**src/rtl/pe_operand_sequencer.sv**
```systemverilog
// pe_operand_sequencer
// Collects KSIZE pixel/weight pairs into a local buffer and then replays them
// to a processing element (PE) one pair per cycle. It waits PE_LAT drain cycles
// for the PE pipeline, then pulses window_done for one cycle.
// The operand and control outputs come straight from registers, so the PE sees
// stable, glitch-free inputs. in_ready is the only combinational output.

module pe_operand_sequencer #(
    parameter int KSIZE  = 9,
    parameter int PE_LAT = 2
) (
    input  logic        clk,
    input  logic        reset,
    input  logic        flush,
    input  logic        in_valid,
    output logic        in_ready,
    input  logic [15:0] in_pixel,
    input  logic [15:0] in_weight,
    output logic [15:0] floatA,
    output logic [15:0] floatB,
    output logic        pe_reset,
    output logic        pe_active,
    output logic        window_done
);

    // Counter widths. The drain counter keeps at least one bit so that
    // PE_LAT=0 still elaborates. The buffer index uses the minimum width.
    localparam int KW    = $clog2(KSIZE + 1);
    localparam int DW    = (PE_LAT > 0) ? $clog2(PE_LAT + 1) : 1;
    localparam int IW    = (KSIZE > 1) ? $clog2(KSIZE) : 1;
    localparam int DEPTH = 1 << IW;

    localparam logic [KW-1:0] K_LAST = KW'(KSIZE - 1);
    localparam logic [DW-1:0] D_LAST = DW'((PE_LAT > 0) ? (PE_LAT - 1) : 0);

    typedef enum logic [1:0] {
        LOAD   = 2'd0,
        STREAM = 2'd1,
        DRAIN  = 2'd2,
        DONE   = 2'd3
    } state_t;

    state_t         state_r;
    logic [KW-1:0]  load_cnt_r;
    logic [KW-1:0]  stream_cnt_r;
    logic [DW-1:0]  drain_cnt_r;
    logic [15:0]    float_a_r;
    logic [15:0]    float_b_r;
    logic           pe_reset_r;
    logic           pe_active_r;
    logic           window_done_r;

    logic [15:0]    pix_buf_r [DEPTH];
    logic [15:0]    wgt_buf_r [DEPTH];

    logic           in_ready_s;
    logic           accept_s;
    logic [IW-1:0]  load_idx_s;
    logic [IW-1:0]  next_idx_s;
    logic [15:0]    first_pix_s;
    logic [15:0]    first_wgt_s;

    // Handshake and buffer addressing. A flush blocks acceptance in the same cycle.
    always_comb begin
        in_ready_s = (state_r == LOAD) && !flush;
        accept_s   = in_valid && in_ready_s;
        load_idx_s = IW'(load_cnt_r);
        next_idx_s = IW'(stream_cnt_r + KW'(1));
    end

    // Pair 0 of the window. With a single-pair window it is the pair accepted
    // on this very edge, so it bypasses the buffer.
    always_comb begin
        if (KSIZE == 1) begin
            first_pix_s = in_pixel;
            first_wgt_s = in_weight;
        end else begin
            first_pix_s = pix_buf_r[0];
            first_wgt_s = wgt_buf_r[0];
        end
    end

    // Operand buffer write. The buffer has no reset because each slot is
    // rewritten before it is replayed.
    always_ff @(posedge clk) begin
        if (accept_s) begin
            pix_buf_r[load_idx_s] <= in_pixel;
            wgt_buf_r[load_idx_s] <= in_weight;
        end
    end

    // Window sequencing FSM. The outputs are registered, and each one is set
    // together with the state it belongs to.
    always_ff @(posedge clk or negedge reset) begin
        if (!reset) begin
            state_r       <= LOAD;
            load_cnt_r    <= {KW{1'b0}};
            stream_cnt_r  <= {KW{1'b0}};
            drain_cnt_r   <= {DW{1'b0}};
            float_a_r     <= 16'h0000;
            float_b_r     <= 16'h0000;
            pe_reset_r    <= 1'b1;
            pe_active_r   <= 1'b0;
            window_done_r <= 1'b0;
        end else if (flush) begin
            state_r       <= LOAD;
            load_cnt_r    <= {KW{1'b0}};
            stream_cnt_r  <= {KW{1'b0}};
            drain_cnt_r   <= {DW{1'b0}};
            float_a_r     <= 16'h0000;
            float_b_r     <= 16'h0000;
            pe_reset_r    <= 1'b1;
            pe_active_r   <= 1'b0;
            window_done_r <= 1'b0;
        end else begin
            case (state_r)
                LOAD: begin
                    if (accept_s) begin
                        if (load_cnt_r == K_LAST) begin
                            load_cnt_r   <= {KW{1'b0}};
                            stream_cnt_r <= {KW{1'b0}};
                            state_r      <= STREAM;
                            float_a_r    <= first_pix_s;
                            float_b_r    <= first_wgt_s;
                            pe_reset_r   <= 1'b0;
                            pe_active_r  <= 1'b1;
                        end else begin
                            load_cnt_r <= load_cnt_r + KW'(1);
                        end
                    end
                end
                STREAM: begin
                    if (stream_cnt_r == K_LAST) begin
                        stream_cnt_r <= {KW{1'b0}};
                        float_a_r    <= 16'h0000;
                        float_b_r    <= 16'h0000;
                        pe_active_r  <= 1'b0;
                        if (PE_LAT == 0) begin
                            state_r       <= DONE;
                            window_done_r <= 1'b1;
                        end else begin
                            drain_cnt_r <= {DW{1'b0}};
                            state_r     <= DRAIN;
                        end
                    end else begin
                        stream_cnt_r <= stream_cnt_r + KW'(1);
                        float_a_r    <= pix_buf_r[next_idx_s];
                        float_b_r    <= wgt_buf_r[next_idx_s];
                    end
                end
                DRAIN: begin
                    if (drain_cnt_r == D_LAST) begin
                        drain_cnt_r   <= {DW{1'b0}};
                        state_r       <= DONE;
                        window_done_r <= 1'b1;
                    end else begin
                        drain_cnt_r <= drain_cnt_r + DW'(1);
                    end
                end
                DONE: begin
                    state_r       <= LOAD;
                    window_done_r <= 1'b0;
                    pe_reset_r    <= 1'b1;
                end
                default: begin
                    state_r       <= LOAD;
                    load_cnt_r    <= {KW{1'b0}};
                    stream_cnt_r  <= {KW{1'b0}};
                    drain_cnt_r   <= {DW{1'b0}};
                    float_a_r     <= 16'h0000;
                    float_b_r     <= 16'h0000;
                    pe_reset_r    <= 1'b1;
                    pe_active_r   <= 1'b0;
                    window_done_r <= 1'b0;
                end
            endcase
        end
    end

    assign in_ready    = in_ready_s;
    assign floatA      = float_a_r;
    assign floatB      = float_b_r;
    assign pe_reset    = pe_reset_r;
    assign pe_active   = pe_active_r;
    assign window_done = window_done_r;

endmodule

```
**config.mk**
```make
export PLATFORM = sky130hd
export DESIGN_NAME = pe_operand_sequencer
export DESIGN_NICKNAME = d
export VERILOG_FILES = /design/src/rtl/pe_operand_sequencer.sv
export SDC_FILE = /design/constraint.sdc
export NUM_CORES = 1
export LEC_CHECK = 0
export BUFFER_PORTS_ARGS = -buffer_cell sky130_fd_sc_hd__buf_2
export CELL_PAD_IN_SITES_DETAIL_PLACEMENT = 0
export CELL_PAD_IN_SITES_GLOBAL_PLACEMENT = 1
export CORE_MARGIN = 5
export CORE_UTILIZATION = 58
export DETAILED_ROUTE_END_ITERATION = 10
export PLACE_DENSITY = 0.89
export RECOVER_POWER = 50
export SYNTH_ARGS = -nofsm -noshare
export SYNTH_HDL_FRONTEND = slang
export SYNTH_SLANG_ARGS = --single-unit
```
**constraint.sdc**
```tcl
create_clock -name clk -period 6.4 [get_ports clk]
set_input_delay 0.32 -clock clk [delete_from_list [all_inputs] [get_ports clk]]
set_output_delay 0.32 -clock clk [all_outputs]
set_load 0.01 [all_outputs]
```
After elaboration in Yosys (flattened, before gate mapping) --
Memory sizes are Yosys's and may differ from the RTL's. Index checks and enable logic that the tools add are counted.
Storage, ports and cells: memories kept 2, register bits after elaboration 47, output and inout port bits 36, bits of input ports 36, logic and storage cells 84, bits in writable memories 512
Operators by class: muxes and demuxes 43, equality and inequality tests 10, add/subtract/negate cells 3, reduce and logical (&&, ||, !) cells 17
Memories:
- pix_buf_r | words 16, width 16, rd ports 2, clocked after Yosys merged registers in 0, wr ports 1, RTL line 53 | logic [15:0] pix_buf_r [DEPTH];
- wgt_buf_r | words 16, width 16, rd ports 2, clocked after Yosys merged registers in 0, wr ports 1, RTL line 54 | logic [15:0] wgt_buf_r [DEPTH];
Operators with widths (number):
- $mux W16 | 8
- $pmux W16 S2 | 2
- $mux W4 | 8
- $mux W2 | 8
- $reduce_bool A3 Y1 | 4
- $mux W1 | 11
- $ne A3 B3 Y1 const B | 3
- $add A4 B1 Y4 const B | 2
- $eq A4 B4 Y1 const B | 2
- $pmux W2 S4 | 1
- $pmux W4 S2 | 1
- $reduce_and A4 Y1 | 2
- $pmux W1 S2 | 3
- $reduce_and A2 Y1 | 3
- $reduce_and A3 Y1 | 2
- $eq A2 B1 Y1 const B | 2
- $eq A2 B2 Y1 const B | 2
- $pmux W2 S2 | 1
- $reduce_bool A2 Y1 | 2
- $ne A3 B2 Y1 const B | 1
- $add A2 B1 Y2 const B | 1
- $logic_and A1 B1 Y1 | 2
- $logic_not A2 Y1 | 1
- $logic_not A1 Y1 | 1

Depth between registers and ports, before layout --
depth in word-level cells 6, mapped depth 13, depth with buffers taken out 7

Worst setup path after synthesis --
No wires, ideal clock.
path kind register to register, start point register state_r[0], end point memory pix_buf_r[7][0], enable pin, stages on the path, launching flop included 6, arrival time 3.420 ns, data required time 5.932 ns, setup slack 2.512 ns, buffers on the path 0, path through dfrtp_1 inv_1 ha_1 and3b_1 nand2_1 nor3b_1
Between the ends: cells in the longest elaborated chain, start to end 5
RTL lines:
- start: declaration | RTL line 43 | state_t state_r;
- start signal: assignment | RTL line 96 | state_r <= LOAD;
- start signal: assignment | RTL line 106 | state_r <= LOAD;
- start signal: assignment | RTL line 122 | state_r <= STREAM;
- $logic_not A2 Y1 | RTL line 65 | in_ready_s = (state_r == LOAD) && !flush;
- $logic_and A1 B1 Y1 | RTL line 65
- $logic_and A1 B1 Y1 | RTL line 66 | accept_s = in_valid && in_ready_s;
- $mux W1 | RTL line 86 | if (accept_s) begin
- $mux W1 (not written as such) | RTL line 87 | pix_buf_r[load_idx_s] <= in_pixel;
- end: declaration | RTL line 53
No other way between the ends.

==> results.sh <==
export IMPL_routedWlPerCell_um=27.4
export IMPL_wl_met3_um=5190
export IMPL_maxSlewHeadroom=-1.39
export IMPL_fillers=2604
export IMPL_startpoint_type="primary input"
export IMPL_rsz0062_at_grt="false"
export IMPL_gr_usage_all_layers=0.244
export IMPL_tightestPinTransition_ns=3.59
export IMPL_fin_crit_ns=4.10
export IMPL_min_path_type="in2reg"
export IMPL_antenna_cells=0
export IMPL_antenna_found_initial=0
export IMPL_drive_gt1_frac=0.210
export IMPL_syn_num_nets=1314
export IMPL_cts_max_level=2
export IMPL_place_hpwl_um=26100
export IMPL_synth_top_area_cell="edfxtp_1"
export IMPL_wl_met2_um=25200
export IMPL_seq_area_um2=16600
export IMPL_synthFlopType="edfxtp_1"
export IMPL_cp_required_ns=5.76
export IMPL_power_density_nw_per_um2=299
export IMPL_setup_viol=0
export IMPL_worstPathArrival_ns=3.46
export IMPL_firstDrtPassIters=5
export IMPL_synth_cell_types=45
export IMPL_dieArea_um2=42700
export IMPL_total_power_mw=7.46
export IMPL_yosys_warnings=0
export IMPL_areaGrowthSynthToFinish_pct=11.4
export IMPL_cts_root_buf="clkbuf_16"
export IMPL_wl_met1_um=20500
export IMPL_multi_input_area_um2=5430
export IMPL_nets=1379
export IMPL_ant_nets=0
export IMPL_die_height_um=207
export IMPL_fin_tns_setup_ns=0
export IMPL_avgSynthCellArea_um2=17.7
export IMPL_drtIter0Drc=1497
export IMPL_finalCritPeriodShare=0.641
export IMPL_syn_area_um2=22400
export IMPL_clock_path_buffers=3
export IMPL_grt_max_degree=161
export IMPL_synthTopCellsByArea="edfxtp_1, mux2_2, mux2i_1, dfrtp_1, a221oi_1"
export IMPL_clkSlewWorstSetupHoldPaths_ns=0.07
export IMPL_clk_latency_ns=0.59
export IMPL_yosysSeqAreaShare=0.738
export IMPL_finalHoldViolCount=0
export IMPL_yosysTopAreaCellShare=0.686
export IMPL_placed_area_um2=23200
export IMPL_cts_resized=0
export IMPL_final_util=0.649
export IMPL_gp_congestion=0.764
export IMPL_die_w_um=207
export IMPL_vias_per_cell=6.59
export IMPL_slew_viol_final=48
export IMPL_cts_buffers_inserted=55
export IMPL_rows=72
export IMPL_worst_ir_drop_vdd_uv=255
export IMPL_initial_utilization=0.583
export IMPL_synth_seq_cells=559
export IMPL_critPathMaxFanout=47
export IMPL_status="finished, violations left"
export IMPL_r2r_worst_path_cells=6
export IMPL_fmax_ghz=0.244
export IMPL_synth_edf_count=512
export IMPL_grt_pass1_wl_um=77300
export IMPL_route_vias_total=12500
export IMPL_drv_cap=1
export IMPL_totalWireLength_um=52000
export IMPL_async_reset_ff_frac=0.0841
export IMPL_ios=72
export IMPL_violations="capacitance limit, slew limit"
export IMPL_io_buffers=71
export IMPL_clock_sinks=559
export IMPL_fin_skew_ns=0.0188
export IMPL_min_path_cells=2
export IMPL_drc=0
export IMPL_top_layer="met4"
export IMPL_grt_overflow=0
export IMPL_critPathCaptureType="asynchronous set/reset pin"
export IMPL_final_cell_area_um2=25000
export IMPL_synthCells=1268
export IMPL_core_um2=38500
export IMPL_grt_pass1_vias=12500
export IMPL_p_leak_nw=8.01
export IMPL_worstSetupPathType="in2async"
export IMPL_cts_tree="done"
==> cells by family after synthesis <==
kind of cell	share of synthesized area
buffers and inverters	0.0226
XOR/XNOR	0.00151
multiplexers	0.123
AND/OR/NAND/NOR	0.0207
adder cells (fa/ha/maj)	0.00558
AO/OA/AOI/OAI	0.0884
flip-flops	0.738
==> path summary, 6_finish.rpt <==
| check | startpoint | to | slack [ns] |
|---|---|---|---|
| hold / removal | flush | state_r[1]$_DFFE_PN0P_ | 0.19 |
| setup / recovery | reset | stream_cnt_r[0]$_DFFE_PN0P_ | 2.30 |
| min in group asynchronous | reset | window_done$_DFFE_PN0P_ | 1.59 |
| setup reg to reg | stream_cnt_r[0]$_DFFE_PN0P_ | floatA[15]$_DFFE_PN0P_ | 2.73 |
| hold reg to reg | drain_cnt_r[1]$_DFFE_PN0P_ | drain_cnt_r[1]$_DFFE_PN0P_ | 0.53 |
| max in group clk | stream_cnt_r[0]$_DFFE_PN0P_ | floatA[15]$_DFFE_PN0P_ | 2.73 |
==> power by group <==
part / leakage (nW) / internal (mW) / switching, mW
clock: 0.890 / 1.89 / 1.32
combinational: 1.86 / 0.0514 / 0.163
sequential: 5.26 / 4.02 / 0.0136
total: 8.01 / 5.97 / 1.50
==> synthesized netlist by cell type (3+ instances only) <==
cell / number
mux2i_1: 130
inv_1: 6
dfrtp_1: 46
a2bb2oi_1: 32
nor2_1: 43
nor3b_1: 3
buf_4: 11
and2_1: 7
nor3_1: 4
a21oi_1: 9
and3b_1: 3
a221oi_1: 64
buf_1: 3
o21ai_0: 8
mux2_2: 129
edfxtp_1: 512
buf_6: 7
nand2_1: 13
a221o_1: 33
clkbuf_1: 23
a32oi_1: 32
o22ai_1: 64
and3_1: 6
nor2b_1: 4
buf_2: 44
ha_1: 10
==> worst max-delay path, cell delays in order <==
cell	delay, ns
dlygate4sd3_1	0.52
buf_2	0.09
clkbuf_1	2.51
==> registers in the layout (all words and copies together), names as in the netlist <==
register	count
window_done	1
pe_active	1
load_cnt_r	4
pix_buf_r	256
state_r	2
stream_cnt_r	4
drain_cnt_r	2
wgt_buf_r	256
floatA	16
pe_reset	1
floatB	16
==> metrics by stage <==
step / hold slack (ns) / worst slack, ns / std cells
after floorplan: 0.0244 / 2.51 / 1268
after global placement: 0.507 / 2.91 / 1793
after detailed placement: 0.518 / 2.78 / 1793
after CTS: 0.0603 / 2.75 / 1896
after global routing: 0.181 / 1.84 / 1896
final: 0.192 / 2.30 / 1896
==> cell type report <==
class                      count  area share
tap                          518      0.0260
timing repair buffer          96      0.0197
sequential                   559       0.663
clock buffer                  74      0.0604
clock inverter                28      0.0121
multi-input combinational    614       0.217
inverter                       7     0.00105
==> layer usage <==
metal | GRT usage | vias up
met5 | 0 | -
met4 | 0.0601 | 0
met3 | 0.0506 | 122
met2 | 0.400 | 726
met1 | 0.340 | 6317
li1 | - | 5330
==> layout by cell type (no fill, tap or decap), drive strengths merged, types with 8 or more instances in the layout <==
cell type / instances
a32oi: 32
nor2: 45
nand2: 14
buf: 45
ha: 10
clkbuf: 124
a221oi: 64
a21oi: 9
mux2: 129
a2bb2oi: 32
mux2i: 130
o21ai: 8
clkinv: 19
edfxtp: 512
dfrtp: 46
o22ai: 64
a221o: 33
==> what timing repair did <==
action	4_1_cts	5_1_grt
hold buffers	1	0
hold endpoints to repair	46	0
setup buffers	0	0
Note: power is estimated with default switching activity, not from simulation.
